File: src/rtl/mem_stage.sv
// Memory-stage controller: passes ALU results into MEM/WB and runs a
// request/acknowledge data-memory transaction for loads and stores.
//
// state  | meaning
// IDLE   | pass non-memory ops through; detect a memory op and stall
// ACCESS | mem_req high, wait for mem_ack or timeout
// DONE   | release stall, write back the finished memory op once
module mem_stage #(
  parameter int N   = 32,
  parameter int M   = 4,
  parameter int TMO = 16
) (
  input  logic         clk,
  input  logic         rst,
  input  logic         pcload_M,
  input  logic         regw_M,
  input  logic         memw_M,
  input  logic         regmem_M,
  input  logic [M-1:0] regScr_M,
  input  logic [N-1:0] ALUrslt_M,
  input  logic [N-1:0] address_M,
  output logic         mem_req,
  output logic         mem_we,
  output logic [N-1:0] mem_addr,
  output logic [N-1:0] mem_wdata,
  input  logic [N-1:0] mem_rdata,
  input  logic         mem_ack,
  output logic         stall_M,
  output logic         pcload_W,
  output logic         regw_W,
  output logic [M-1:0] regScr_W,
  output logic [N-1:0] result_W,
  output logic         mem_err
);

  localparam int CW = (TMO > 1) ? $clog2(TMO) : 1;

  typedef enum logic [1:0] {
    IDLE   = 2'd0,
    ACCESS = 2'd1,
    DONE   = 2'd2
  } state_t;

  state_t         state, state_nxt;
  logic [CW-1:0]  cnt, cnt_nxt;
  logic [N-1:0]   ldata, ldata_nxt;
  logic           tmo, tmo_nxt;
  logic           err_nxt;
  logic           pcload_nxt, regw_nxt;
  logic [M-1:0]   regscr_nxt;
  logic [N-1:0]   result_nxt;

  logic mem_op, is_load;

  // A store wins when both memw_M and regmem_M are set.
  assign mem_op  = memw_M | regmem_M;
  assign is_load = regmem_M & ~memw_M;

  always_comb begin
    state_nxt  = state;
    cnt_nxt    = cnt;
    ldata_nxt  = ldata;
    tmo_nxt    = tmo;
    err_nxt    = mem_err;
    pcload_nxt = pcload_W;
    regw_nxt   = regw_W;
    regscr_nxt = regScr_W;
    result_nxt = result_W;
    stall_M    = 1'b0;
    mem_req    = 1'b0;
    mem_we     = 1'b0;
    mem_addr   = '0;
    mem_wdata  = '0;

    case (state)
      IDLE: begin
        if (mem_op) begin
          stall_M    = 1'b1;
          pcload_nxt = 1'b0;
          regw_nxt   = 1'b0;
          cnt_nxt    = '0;
          state_nxt  = ACCESS;
        end else begin
          pcload_nxt = pcload_M;
          regw_nxt   = regw_M;
          regscr_nxt = regScr_M;
          result_nxt = ALUrslt_M;
        end
      end

      ACCESS: begin
        stall_M    = 1'b1;
        mem_req    = 1'b1;
        mem_we     = memw_M;
        mem_addr   = address_M;
        mem_wdata  = memw_M ? ALUrslt_M : '0;
        pcload_nxt = 1'b0;
        regw_nxt   = 1'b0;
        if (mem_ack) begin
          if (is_load) ldata_nxt = mem_rdata;
          state_nxt = DONE;
        end else if (cnt == CW'(TMO - 1)) begin
          err_nxt   = 1'b1;
          tmo_nxt   = 1'b1;
          state_nxt = DONE;
        end else begin
          cnt_nxt = cnt + CW'(1);
        end
      end

      DONE: begin
        // Instruction is still on *_M here; returning to IDLE unconditionally
        // stops it being issued a second time.
        pcload_nxt = pcload_M;
        regw_nxt   = regw_M & ~tmo;
        regscr_nxt = regScr_M;
        result_nxt = is_load ? ldata : ALUrslt_M;
        tmo_nxt    = 1'b0;
        state_nxt  = IDLE;
      end

      default: state_nxt = IDLE;
    endcase
  end

  always_ff @(posedge clk) begin
    if (rst) begin
      state    <= IDLE;
      cnt      <= '0;
      ldata    <= '0;
      tmo      <= 1'b0;
      mem_err  <= 1'b0;
      pcload_W <= 1'b0;
      regw_W   <= 1'b0;
      regScr_W <= '0;
      result_W <= '0;
    end else begin
      state    <= state_nxt;
      cnt      <= cnt_nxt;
      ldata    <= ldata_nxt;
      tmo      <= tmo_nxt;
      mem_err  <= err_nxt;
      pcload_W <= pcload_nxt;
      regw_W   <= regw_nxt;
      regScr_W <= regscr_nxt;
      result_W <= result_nxt;
    end
  end

endmodule

File: config.mk
export PLATFORM = sky130hd
export DESIGN_NAME = mem_stage
export DESIGN_NICKNAME = d
export VERILOG_FILES = /design/src/rtl/mem_stage.sv
export SDC_FILE = /design/constraint.sdc
export NUM_CORES = 1
export LEC_CHECK = 0
export ABC_AREA = 1
export CAP_MARGIN = 15
export CORE_UTILIZATION = 30
export DETAILED_ROUTE_END_ITERATION = 10
export PLACE_DENSITY = 0.73
export SYNTH_ARGS = -nofsm -noshare
export SYNTH_HDL_FRONTEND = slang
export SYNTH_SLANG_ARGS = --single-unit
File: constraint.sdc
create_clock -name clk -period 2.15 [get_ports clk]
set_clock_uncertainty 0.2 [all_clocks]
set_input_delay 0.3225 -clock clk [delete_from_list [all_inputs] [get_ports clk]]
set_output_delay 0.3225 -clock clk [all_outputs]
set_load 0.02 [all_outputs]
Word-level counts from Yosys, hierarchy flattened
Index checks and enable logic that the tools add are counted.
{"block": "word_totals", "elab_cells": 63, "ff_bits": 78, "output_inout_bits": 106}
{"block": "op_classes", "reduce_logical": 11, "bitwise": 6, "n_eq_ne": 9, "muxes": 27, "add_sub_neg": 1}
{"op": "32-bit 2-to-1 mux", "n": 5}
{"op": "32-bit case mux with 2 select lines", "n": 1}
{"op": "4-bit 2-to-1 mux", "n": 4}
{"op": "4-bit case mux with 2 select lines", "n": 2}
{"op": "2-bit != test (second input constant)", "n": 5}
{"op": "3-bit AND reduction", "n": 3}
{"op": "1-bit 2-to-1 mux", "n": 7}
{"op": "2-bit 2-to-1 mux", "n": 3}
{"op": "1-bit case mux with 3 select lines", "n": 2}
{"op": "2-bit nonzero test", "n": 3}
{"op": "4-bit by 1-bit adder with 4-bit output (second input constant)", "n": 1}
{"op": "4-bit equality test (second input constant)", "n": 1}
{"op": "1-bit case mux with 2 select lines", "n": 2}
{"op": "2-bit case mux with 2 select lines", "n": 1}
{"op": "2-bit AND reduction", "n": 2}
{"op": "4-bit AND reduction", "n": 1}
{"op": "3-bit != test (second input constant)", "n": 1}
{"op": "1-bit NOT", "n": 3}
{"op": "3-bit nonzero test", "n": 1}
{"op": "1-bit bitwise AND", "n": 2}
{"op": "2-bit by 1-bit equality test with 1-bit output (second input constant)", "n": 1}
{"op": "2-bit equality test (second input constant)", "n": 1}
{"op": "2-bit logical NOT", "n": 1}
{"op": "1-bit bitwise OR", "n": 1}

Longest topological paths before layout
{"block": "depth", "ltp_word": 4, "ltp_mapped": 10, "ltp_nobuf": 8}

Worst setup path after synthesis
No wires, ideal clock.
{"block": "synth_path", "kind": "register to output", "from": "reg state[1]", "to": "out mem_wdata[22]", "required_ps": 1627, "arrival_time_ps": 1518, "path_stages_with_launch": 7, "slack_ps": 109, "cell_sequence": "dfxtp_1 -> inv_1 -> ha_1 -> buf_4 -> nand2_1 -> clkbuf_1 -> nor2_1"}
{"block": "synth_via", "elab_chain_cells": 2}
{"element": "start, declared", "line": "44", "rtl": "state_t state, state_nxt;"}
{"element": "start signal, assigned", "line": "138", "rtl": "state <= state_nxt;"}
{"element": "2-bit by 1-bit equality test with 1-bit output", "line": "75", "rtl": "case (state)"}
{"element": "32-bit 2-to-1 mux", "line": "75"}
{"element": "end, declared", "line": "25", "rtl": "output logic [N-1:0] mem_wdata,"}
No other way between the ends.

Worst setup path in the final report
{"block": "layout_path", "from": "reg state[1]", "to": "out mem_wdata[16]"}
The elaborated chain is that of the path after synthesis.

==> key figures <==
CTS
  – Clock latency on the worst-skew pair: 0.33 ns
  – Total CTS buffers: 9
  – Clock sinks: 78
  – Postcts setup bufs: 0
  – Clock Pin Slew Worst Setup and Hold Paths: 0.06 ns
  – CTS Hold Buffers Added: 0
  – Clock Tree Root: clkbuf_16
  – CTS tree: built
  – H-tree depth: 3
  – Clk buf depth: 2

Yosys
  – Area contributors post-synth: dfxtp_1, nor2_1, o21ai_0
  – FFs w/ async S/R, synth: 0
  – Synth Cell Area: 0.00381 mm2
  – Register area share after synthesis: 0.410
  – Synth Warn #: 0
  – Syn Inst Count: 561
  – Cell with the most instances after synthesis: nor2_1
  – Count of different cell masters after synthesis: 24
  – Number of flops mapped to enable cells by yosys: 0
  – Synth top cells by count: nor2_1, nand2_1, inv_1
  – Syn nets: 675
  – Seq cells post-synth: 78
  – Post-synth top flop: dfxtp_1
  – Area leader, netlist: dfxtp_1
  – Syn avg cell area: 6.79 um2
  – Post-synth top area share: 0.410

Critical path
  – Crit path max fanout: 18
  – Worst setup EP type: output pin
  – Critical Path Start Type: flip-flop
  – Top delay family on crit path: buffers and inverters
  – CP required: 1.63 ns
  – CP peak stage delay: 0.32 ns
  – Worst EP arrival: 1.54 ns
  – FF-to-FF path depth: 8
  – WS Path Type: reg2out
  – WP depth: 6
  – CP cell instances: inv_2 -> ha_4 -> nand2_2 -> buf_12 -> nor2_1 -> clkdlybuf4s15_2
  – Crit path max-delay cell type: dfxtp_1
  – Crit path buf inv count: 3

Placement
  – Gpl congestion: 0.728
  – Port Buffers: 212
  – HPWL after DPL: 8710 um

Drt
  – First DRT Iteration DRCs: 110
  – Vias: 4127
  – Routed length per instance: 12.2 um
  – Vias per std cell: 4.34
  – Total wire length: 11600 um
  – Drt pass-1 iters: 4
  – DRC Markers: 0
  – Final ANT Viol Nets: 0

Global route
  – First-pass GRT wire length: 18100 um
  – Grt total ovfl: 0
  – Largest net degree at the start of global routing: 69
  – Initial antenna violation count: 0
  – Gr usage total: 0.180
  – Vias in the first global route: 3769

Outcome
  – Status: finished, final reports clean

STA
  – Minimum clock period: 2.06 ns
  – Final setup violation count: 0
  – Setup TNS: 0 ns
  – Final hold viol count: 0
  – Slew @ Worst Pin: 0.595 ns
  – Fmax: 485 MHz
  – Period utilization: 0.959
  – Max Slew Vio Count: 0
  – RSZ-0062 raised after global routing: false
  – Slew HR: 0.603

Layout
  – Antenna Cells: 0
  – Area of the multi-input gates: 0.00177 mm2
  – Register Area: 0.00156 mm2
  – Layout cell share with drive strength beyond 1: 0.138
  – Area grow syn2layout: 70.1%
  – Layout net count: 891
  – Fill cell count: 1278

Hold path
  – HP Class: reg2reg
  – Hold path cells: 2

Floorplan
  – Area of the die: 0.0131 mm2
  – I/O pin cnt: 213
  – Die Y: 115 um
  – Initial Util: 0.312
  – Core area: 0.0122 mm2
  – Die Span X: 115 um
  – Core Rows: 40

Power
  – Maximum vdd drop: 0.000346 V
  – Pwr dens: 836 mW/mm2
  – Leakage dissipation: 3.10 nW
  – Overall power: 5.42 mW

Job
  – Max Cap Viol: 0
worst paths after layout:
kind                 start       endpoint  slack (ns)
setup reg to reg  state[0]   result_W[21]        0.29
hold / removal      regw_W         regw_W        0.27
setup / recovery  state[1]  mem_wdata[16]        0.09
hold reg to reg     regw_W         regw_W        0.27
worst register-to-register path, stage by stage, from the launching register on:
cell     delay, ns
dfxtp_2       0.36
inv_1         0.07
buf_4         0.15
ha_1          0.24
nand2_2       0.16
nand2_4       0.11
buf_4         0.19
o21ai_0       0.18
a21oi_1       0.07
report_power, final:
part	switching (mW)	internal, mW	total, mW	leakage (nW)
logic	1.19	1.00	2.20	2.31
clock network	0.591	0.896	1.49	0.146
registers	0.0941	1.64	1.73	0.636
metrics by stage:
stage	instance area [um2]	worst slack (ns)	util	hold WS (ns)	instances
3_5_place_dp	6260	-0.393	0.513	0.256	934
3_3_place_gp	6260	-0.352	0.513	0.245	934
5_1_grt	6480	0.00108	0.530	0.292	950
4_1_cts	6550	0.0000829	0.537	0.265	950
6_report	6480	0.0871	0.530	0.265	950
2_1_floorplan	3810	0.109	-	0.249	561
cell families (layout without fill, tap and decap cells):
family                     Yosys count  in the layout  synth area share
adders and majority gates            7              7            0.0230
AOI/OAI and AO/OA                  147            147             0.214
and+or+nand+nor                    214            214             0.224
DFF                                 78             78             0.410
buffers and inverters              115            336             0.128
timing repair:
action | 4_1_cts | 5_1_grt
pin swaps | 0 | 0
gates resized for setup | 143 | 24
endpoints found under the setup margin | 67 | 62
final cells by class:
type | count | area share
Sequential cell | 78 | 0.241
Clock inverter | 6 | 0.00966
Tap cell | 168 | 0.0325
Inverter | 81 | 0.0469
Multi-Input combinational cell | 368 | 0.274
Timing Repair Buffer | 239 | 0.361
Clock buffer | 10 | 0.0353
state kept, by name (all words and copies together), names as in the netlist:
register	count
tmo	1
regScr_W	4
pcload_W	1
mem_err	1
result_W	32
state	2
cnt	4
ldata	32
regw_W	1
layout by cell type, fill, tap and decap left out, drive strengths merged:
cell type / netlist / routed
buf: 19 / 44
nand4: 3 / 3
nor3: 1 / 1
a21oi: 44 / 44
clkdlybuf4s15: 0 / 23
clkbuf: 15 / 10
dfxtp: 78 / 78
ha: 7 / 7
o21bai: 2 / 2
nor2: 107 / 107
nand2: 95 / 95
clkinv: 0 / 6
bufinv: 0 / 1
nand3: 8 / 8
dlymetal6s2s: 0 / 1
clkdlybuf4s50: 0 / 144
inv: 81 / 80
o21ai: 101 / 101
dlygate4sd2: 0 / 27
per-layer routing:
metal / routed length, um / vias to the layer above / track usage / part of all wire
li1: - / 2190 / - / -
met4: 212 / 0 / 0.0797 / 0.018
met5: 0 / - / 0 / 0
met2: 5690 / 155 / 0.331 / 0.49
met3: 1160 / 13 / 0.0588 / 0.10
met1: 4530 / 1769 / 0.185 / 0.39
No activity file was read; power rests on OpenSTA's default activity.
